**src/rtl/snake_collision.sv**
```systemverilog
// rtl/snake_collision.sv - serial wall/tail collision checker for the snake head position bus
// A new head position is snapshotted, wall-checked, then compared against one tail segment per clock.
module snake_collision #(
   parameter int SEGMENTS   = 15,
   parameter int GRID_W     = 64,
   parameter int GRID_H     = 48,
   parameter int HEAD_RST_X = 32,
   parameter int HEAD_RST_Y = 24
) (
   input  logic                    clk,
   input  logic                    reset,
   input  logic [6:0]              head_x,
   input  logic [5:0]              head_y,
   input  logic [7*SEGMENTS-1:0]   tail_x,
   input  logic [6*SEGMENTS-1:0]   tail_y,
   input  logic [3:0]              length,
   input  logic                    enable,
   input  logic                    clear,
   output logic                    busy,
   output logic                    collision,
   output logic                    game_over
);

   typedef enum logic [1:0] {
      IDLE   = 2'd0,
      WALL   = 2'd1,
      SCAN   = 2'd2,
      REPORT = 2'd3
   } state_t;

   localparam logic [3:0]  SEG_C    = 4'(SEGMENTS);
   localparam logic [6:0]  GRID_W_C = 7'(GRID_W);
   localparam logic [5:0]  GRID_H_C = 6'(GRID_H);
   localparam logic [12:0] HEAD_RST = {7'(HEAD_RST_X), 6'(HEAD_RST_Y)};

   state_t                  state_q, state_d;
   logic [12:0]             head_prev_q, head_prev_d;
   logic [3:0]              idx_q, idx_d;
   logic                    hit_q, hit_d;
   logic                    game_over_q, game_over_d;
   logic [6:0]              snap_hx_q;
   logic [5:0]              snap_hy_q;
   logic [7*SEGMENTS-1:0]   snap_tx_q;
   logic [6*SEGMENTS-1:0]   snap_ty_q;
   logic [3:0]              snap_len_q;

   logic                    start;
   logic [3:0]              len_clamped;
   logic [6:0]              seg_x;
   logic [5:0]              seg_y;

   assign len_clamped = (length > SEG_C) ? SEG_C : length;
   assign start       = (state_q == IDLE) && enable && ({head_x, head_y} != head_prev_q);

   always_comb begin
      seg_x = '0;
      seg_y = '0;
      for (int i = 0; i < SEGMENTS; i++) begin
         if (idx_q == 4'(i)) begin
            seg_x = snap_tx_q[7*i +: 7];
            seg_y = snap_ty_q[6*i +: 6];
         end
      end
   end

   always_comb begin
      state_d     = state_q;
      head_prev_d = head_prev_q;
      idx_d       = idx_q;
      hit_d       = hit_q;
      game_over_d = game_over_q;
      if (clear) begin
         game_over_d = 1'b0;
      end
      unique case (state_q)
         IDLE: begin
            if (start) begin
               head_prev_d = {head_x, head_y};
               hit_d       = 1'b0;
               state_d     = WALL;
            end
         end
         WALL: begin
            // Out-of-range includes the wrap-around values produced by moving past column/row 0.
            if ((snap_hx_q >= GRID_W_C) || (snap_hy_q >= GRID_H_C)) begin
               hit_d   = 1'b1;
               state_d = REPORT;
            end else if (snap_len_q == 4'd0) begin
               state_d = REPORT;
            end else begin
               idx_d   = 4'd0;
               state_d = SCAN;
            end
         end
         SCAN: begin
            if ((seg_x == snap_hx_q) && (seg_y == snap_hy_q)) begin
               hit_d   = 1'b1;
               state_d = REPORT;
            end else if (idx_q == snap_len_q - 4'd1) begin
               state_d = REPORT;
            end else begin
               idx_d = idx_q + 4'd1;
            end
         end
         REPORT: begin
            if (hit_q) begin
               game_over_d = 1'b1;
            end
            state_d = IDLE;
         end
         default: state_d = IDLE;
      endcase
   end

   always_ff @(posedge clk or negedge reset) begin
      if (!reset) begin
         state_q     <= IDLE;
         head_prev_q <= HEAD_RST;
         idx_q       <= '0;
         hit_q       <= 1'b0;
         game_over_q <= 1'b0;
      end else begin
         state_q     <= state_d;
         head_prev_q <= head_prev_d;
         idx_q       <= idx_d;
         hit_q       <= hit_d;
         game_over_q <= game_over_d;
      end
   end

   // The check works only on this snapshot so mid-check bus activity cannot corrupt it.
   always_ff @(posedge clk or negedge reset) begin
      if (!reset) begin
         snap_hx_q  <= '0;
         snap_hy_q  <= '0;
         snap_tx_q  <= '0;
         snap_ty_q  <= '0;
         snap_len_q <= '0;
      end else if (start) begin
         snap_hx_q  <= head_x;
         snap_hy_q  <= head_y;
         snap_tx_q  <= tail_x;
         snap_ty_q  <= tail_y;
         snap_len_q <= len_clamped;
      end
   end

   assign busy      = (state_q == WALL) || (state_q == SCAN);
   assign collision = (state_q == REPORT) && hit_q;
   assign game_over = game_over_q;

endmodule

```
**config.mk**
```make
export PLATFORM = sky130hd
export DESIGN_NAME = snake_collision
export DESIGN_NICKNAME = d
export VERILOG_FILES = /design/src/rtl/snake_collision.sv
export SDC_FILE = /design/constraint.sdc
export NUM_CORES = 1
export LEC_CHECK = 0
export BUFFER_PORTS_ARGS = -buffer_cell sky130_fd_sc_hd__buf_2
export CORE_MARGIN = 4
export CORE_UTILIZATION = 62
export CTS_BUF_LIST = sky130_fd_sc_hd__clkbuf_2 sky130_fd_sc_hd__clkbuf_4 sky130_fd_sc_hd__clkbuf_8
export CTS_CLUSTER_SIZE = 10
export DETAILED_ROUTE_END_ITERATION = 7
export PLACE_DENSITY = 0.89
export SYNTH_ARGS = -nofsm -noshare
export SYNTH_HDL_FRONTEND = slang
export SYNTH_SLANG_ARGS = --single-unit
```
**constraint.sdc**
```tcl
create_clock -name clk -period 10.5 [get_ports clk]
set_input_delay 1.05 -clock clk [delete_from_list [all_inputs] [get_ports clk]]
set_output_delay 1.05 -clock clk [all_outputs]
set_load 0.01 [all_outputs]
```
==> impl_metrics.toml, run 1 <==
[status]
status = "finished, final reports clean"

[timing]
min_period_ns = 4.939
tns_ns = 0
final-setup-viol-count = 0
fin_skew_ns = 0.02706
period_share_pct = 47.04
drv_slew = 0
worst_slew_pin_slew_ns = 1.237
rsz0062_at_grt = "false"
slew_headroom_pct = 17.35
hold_viol_final = 0
clock.fmax_ghz = 0.2025

[logic_synthesis]
synth_cell_type_count = 73
syn_area_per_cell_um2 = 11.06
synth.cell_area_mm2 = 0.01181
async_flop_share_pct = 100.0
yosysWarnings = 0
synth-seq-area-share_pct = 49.42
syn_inst = 1067
synth_largest_area_cell = "dfrtp_1"
yosys_register_bits = 233
synth_edf_count = 0
syn-num-nets = 1294
ys.flop_type = "dfrtp_1"
synth_top_area_share_pct = 48.75
ys_top_cells_by_area = "dfrtp_1, mux2_2, o21ai_0"

[clock_tree]
clkTransAtPathRegs_ns = 0.07
cts_tree = "done"
hold_buffers = 0
clk_path_buf_depth = 3
cts_num_sinks = 233
htree_levels = 2
cts_resized = 0
clk_latency_ns = 0.53
root_buffer = "clkbuf_8"
numCtsBuffers = 39
post_cts_buffers = 0

[worst_setup_path]
critPathMaxFanout = 39
cp_slowest_cell = "nor2b_1"
arrival_ns = 5.33
critPathKind = "flop to flop"
path_cells = "inv_1, ha_1, buf_4, nor2b_1, a221oi_1, o32a_1, o311a_1, mux2i_1, a41oi_1, nor4_2, nand4_4, a31oi_1, mux2_1"
critPathLaunchType = "flop"
cpPeakStageDelay_ns = 1.02
end_kind = "flop"
required_ns = 10.89

[routing]
routed_via_density = 6.453
ant_nets = 0
drtPass1Iterations = 6
drc = 0
wl_met1_mm = 14.22
vias = 9795
wl_met2_mm = 16.70
top_layer = "met4"
drt-total-wl_mm = 35.58
initialDrtViolationCount = 1199
route.met3.wl_mm = 3.614
wl_per_cell_um = 23.44

[die]
start_util_pct = 63.12
ios = 219
die_w_um = 146.0
coreArea_mm2 = 0.01871
die_h_um = 146.0
rows = 50
die_area_mm2 = 0.02131

[grt]
antenna_found_initial = 0
grt_pass1_wl_mm = 55.42
track_usage_pct = 32.75
grt_overflow = 0
grt_pass1_vias = 9885
grt_max_degree = 95

[placement]
dp_hpwl_mm = 25.67
io_buffers = 218
gp_congestion = 0.9766

[pwr]
max-vdd-ir-drop_uv = 184.4
powerDensity_mw_per_mm2 = 317.8
p_leak_nw = 6.041

[final_layout]
syn2layout_area_growth_pct = 16.47
diodes = 0
postLayoutCoreUtil_pct = 73.51
drive_gt1_share_pct = 38.47
nets = 1489

[worst_hold_path]
hold_class = "input port to async pin"

[flow_run]
timing.max_cap.violations = 0
cells in the final DEF, fill, tap and decap left out, types with 7 or more instances in the layout:
cell type  netlist  final
a211oi_1         7      7
a21oi_1         55     55
a221o_1          8      8
a221oi_1        17     17
a31oi_1         10     10
buf_2           27    217
buf_4            5     11
clkbuf_4         0      9
clkbuf_8         0     50
dfrtp_1        230    230
ha_1            11      9
inv_1           56     56
mux2_2         184    184
nand2_1         72     72
nand2b_1        13     13
nand3_1         11     11
nand3b_1         8      8
nor2_1          33     33
nor2b_1         24     24
o21ai_0         72     72
o221ai_1        14     14
o22ai_1         14     14
xnor2_1         12     12
xor2_1          15     15
stage by stage:
step | hold WS, ns | area [um^2] | std cells | total power, mW | setup WS [ns]
finish | 0.4903 | 13750 | 1518 | 4.370 | 5.561
global route | 0.5073 | 13750 | 1518 | 4.598 | 5.403
CTS | 0.4865 | 13750 | 1518 | 4.343 | 5.677
detailed placement | 0.4718 | 12950 | 1455 | 3.482 | 5.783
global placement | 0.4540 | 12950 | 1455 | 3.413 | 5.960
floorplan | 0.4497 | 11810 | 1067 | 2.913 | 7.059
routing by layer:
layer  vias to the layer above  global-route usage (%)
li1                       4266                       -
met1                      4785                   45.57
met2                       631                   52.17
met3                       113                   7.225
met4                         0                   9.878
met5                         -                       0
cell families (layout without fill, tap and decap cells):
group	Yosys count	after routing	share of synthesized area [%]
and+or+nand+nor	200	200	8.648
DFF	233	233	49.42
adders and majority gates	11	11	1.166
xor gates and xnor gates	27	27	2.003
AOI/OAI and AO/OA	275	275	15.89
buffers and inverters	131	348	4.801
muxes	190	190	18.08
final timing paths:
path,startpoint,end,slack (ns),cells past startpoint
min in group clk,game_over$_DFF_PN0_,game_over$_DFF_PN0_,0.49,1
max in group asynchronous,reset,snap_tx_q[42]$_DFFE_PN0P_,8.53,2
min,reset,snap_tx_q[10]$_DFFE_PN0P_,0.49,1
min reg2reg,game_over$_DFF_PN0_,game_over$_DFF_PN0_,0.49,1
max,idx_q[0]$_DFFE_PN0P_,state_q[1]$_DFFE_PN0P_,5.56,13
max reg2reg,idx_q[0]$_DFFE_PN0P_,state_q[1]$_DFFE_PN0P_,5.56,13
sequential cells by signal (all words and copies together) (netlist names), 2 cells and up:
signal       flops
idx_q            4
snap_tx_q      105
snap_ty_q       90
snap_hx_q        7
head_prev_q     13
snap_hy_q        6
state_q          2
snap_len_q       4
critical path, delay by kind of cell (launching register included):
family / cells / cell delay (ns)
adder cells (fa/ha/maj): 1 / 0.18
AND/OR/NAND/NOR: 3 / 1.64
flip-flops: 1 / 0.48
multiplexers: 2 / 0.52
buffers and inverters: 2 / 0.55
AO/OA/AOI/OAI: 5 / 1.42
synthesized netlist by cell type (4+ instances only):
master     count
o22ai_1       14
nor2b_1       24
nand2b_1      13
a221oi_1      17
nor3_1         6
a21oi_1       55
a22oi_1        5
nor4_1         5
buf_2         27
o2bb2ai_1      5
inv_1         56
xnor2_1       12
a31oi_1       10
nand3b_1       8
o21ai_0       72
clkbuf_1      38
mux2i_1        4
ha_1          11
a211oi_1       7
nor2_1        33
o31ai_1        6
a41oi_1        4
a32o_1         5
buf_4          5
o221ai_1      14
mux2_2       184
xor2_1        15
a21o_1         4
or3_1          5
nand2_1       72
dfrtp_1      230
nand3_1       11
a21boi_0       5
a221o_1        8
o211ai_1       6
o32a_1         4
nor3b_1        6
final cells by class:
class | instances | area [um^2]
Sequential cell | 233 | 5834
Multi-Input combinational cell | 703 | 5429
Fill cell | 1258 | 4955
Timing Repair Buffer | 229 | 1184
Clock buffer | 59 | 755.7
Tap cell | 234 | 292.8
Inverter | 56 | 210.2
Clock inverter | 4 | 45.04
report_power, final:
group          total [mW]  leakage (nW)  internal, mW  switching (mW)
combinational        1.79          2.84         0.845           0.947
clock               0.834         0.427         0.479           0.355
sequential           1.74          2.78          1.36           0.383
total                4.37          6.04          2.69            1.69
No activity file was read; power rests on OpenSTA's default activity.
==> run 2: changes to the inputs <==
Settings changed: CORE_UTILIZATION 62 to 52, PLACE_DENSITY 0.89 to 0.79.
Clock period 10.5 ns to 4.4 ns, I/O delays scaled along.
==> impl_metrics.toml, run 2 (synthesized netlist as in run 1, its figures left out) <==
[timing]
final-setup-viol-count = 0
clock.fmax_ghz = 0.2403
tns_ns = 0
fin_skew_ns = 0.02466
drv_slew = 0
slew_headroom_pct = 35.32
hold_viol_final = 3
rsz0062_at_grt = "false"
fin_hold_ws_ns = -0.01987
worst_slew_pin_slew_ns = 0.9703
period_share_pct = 94.59
min_period_ns = 4.162

[clock_tree]
cts_num_sinks = 233
cts_tree = "done"
root_buffer = "clkbuf_8"
numCtsBuffers = 39
htree_levels = 2
clk_latency_ns = 0.54
clkTransAtPathRegs_ns = 0.06
hold_buffers = 0
clk_path_buf_depth = 3
post_cts_buffers = 0
cts_resized = 0

[worst_setup_path]
reg2reg_depth = 13
critPathLaunch = "idx_q[0]$_DFFE_PN0P_"
critPathKind = "flop to flop"
r2r_end = "state_q[1]$_DFFE_PN0P_"
required_ns = 4.80
ff2ff_setup_slack_ns = 0.24
critPathMaxFanout = 26
end_kind = "flop"
critPathLaunchType = "flop"
arrival_ns = 4.56
r2r-start = "idx_q[0]$_DFFE_PN0P_"

[routing]
wl_per_cell_um = 22.56
ant_nets = 0
drtPass1Iterations = 5
routed_via_density = 6.047
drt-total-wl_mm = 35.94
vias = 9633
initialDrtViolationCount = 1054
drc = 0

[pwr]
power_switching_mw = 4.095
intPower_mw = 6.548
power_frac_seq_pct = 39.4
netSwitchingFraction_pct = 38.47
p_total_mw = 10.64
powerDensity_mw_per_mm2 = 754.8
p_leak_nw = 6.195
max-vdd-ir-drop_uv = 409.7
combPwrFrac_pct = 41.6
clkPwrFrac_pct = 19.0

[grt]
grt_pass1_vias = 9560
grt_pass1_wl_mm = 54.28
antenna_found_initial = 0
grt_overflow = 0
track_usage_pct = 28.23
grt_max_degree = 129

[final_layout]
final_common_cell = "dfrtp_1"
largest_reg_flops = 105
final_cell_mix = "dfrtp_1, buf_2, mux2_2"
drive_gt1_share_pct = 39.83
diodes = 0
syn2layout_area_growth_pct = 19.44
finalNonFillerCells = 1593
nets = 1512
finalInstanceArea_mm2 = 0.01410
regMostFlops = "snap_tx_q"
reg.largest.list = "snap_tx_q x105, snap_ty_q x90, head_prev_q x13"

[status]
status = "complete, but fails checks"
failed_checks = "negative hold slack"

[die]
die_area_mm2 = 0.02518
coreArea_mm2 = 0.02209
start_util_pct = 53.44
die_w_um = 158.7
rows = 54
ios = 219
die_h_um = 158.7

[placement]
placed_area_mm2 = 0.01327
io_buffers = 218
dp_cells = 1524
dp_hpwl_mm = 26.74
gp_congestion = 1.013

[flow_run]
timing.max_cap.violations = 0

[worst_hold_path]
hold_class = "input port to async pin"
==> run 2: cell count changes in the layout (fill, tap and decap cells not counted), sizes merged <==
cell      change
clkinvlp      +2
buf          +23
clkinv        +4
==> run 2: worst max-delay path: stages (launching register included) <==
cell	delay, ns
dfrtp_1	0.48
inv_1	0.14
ha_2	0.52
buf_12	0.24
a21oi_1	0.06
a221oi_1	0.45
o221ai_1	0.28
a21oi_1	0.26
mux2i_1	0.20
o221ai_1	0.16
nor4_2	0.36
nand4_4	0.25
a31oi_1	0.29
mux2_1	0.35
==> run 2: power groups by stage <==
stage / clock (mW) / combinational, mW / sequential [mW]
3_3_place_gp: 0 / 4.22 / 4.16
5_1_grt: 2.16 / 4.77 / 4.28
2_1_floorplan: 0 / 3.23 / 3.72
4_1_cts: 2.06 / 4.38 / 4.16
6_report: 2.02 / 4.43 / 4.20
3_5_place_dp: 0 / 4.36 / 4.19
==> run 2: cell type report <==
cell class | count | area (um^2)
sequential | 233 | 5834
inverter | 56 | 210.2
fill | 1745 | 7993
timing repair buffer | 252 | 1444
multi-input combinational | 703 | 5429
clock buffer | 59 | 749.5
tap | 280 | 350.3
clock inverter | 10 | 83.83
==> run 2: layer usage <==
layer  up-vias  global-route usage (%)  share of wire, %
met3        71                   6.252               9.5
met5         -                       0                 0
met2       517                   42.04                44
met4         0                   9.545               3.1
met1      4725                   41.12                43
li1       4320                       -                 -
==> run 2: how the worst max path moves through the flow <==
stage | endpoint | cells past startpoint
final | state_q[1]$_DFFE_PN0P_ | 13
after global routing | state_q[1]$_DFFE_PN0P_ | 13
after CTS | state_q[1]$_DFFE_PN0P_ | 13
after detailed placement | state_q[1]$_DFFE_PN0P_ | 13
after global placement | hit_q$_DFFE_PN0P_ | 13
after floorplan | state_q[1]$_DFFE_PN0P_ | 13
==> run 2: per-stage QoR <==
step | worst slack (ns) | utilization [%]
finish | 0.2379 | 63.82
global placement | 0.4729 | 60.05
detailed placement | 0.3644 | 60.05
global route | 0.05198 | 63.82
floorplan | 0.9587 | -
CTS | 0.3404 | 63.82
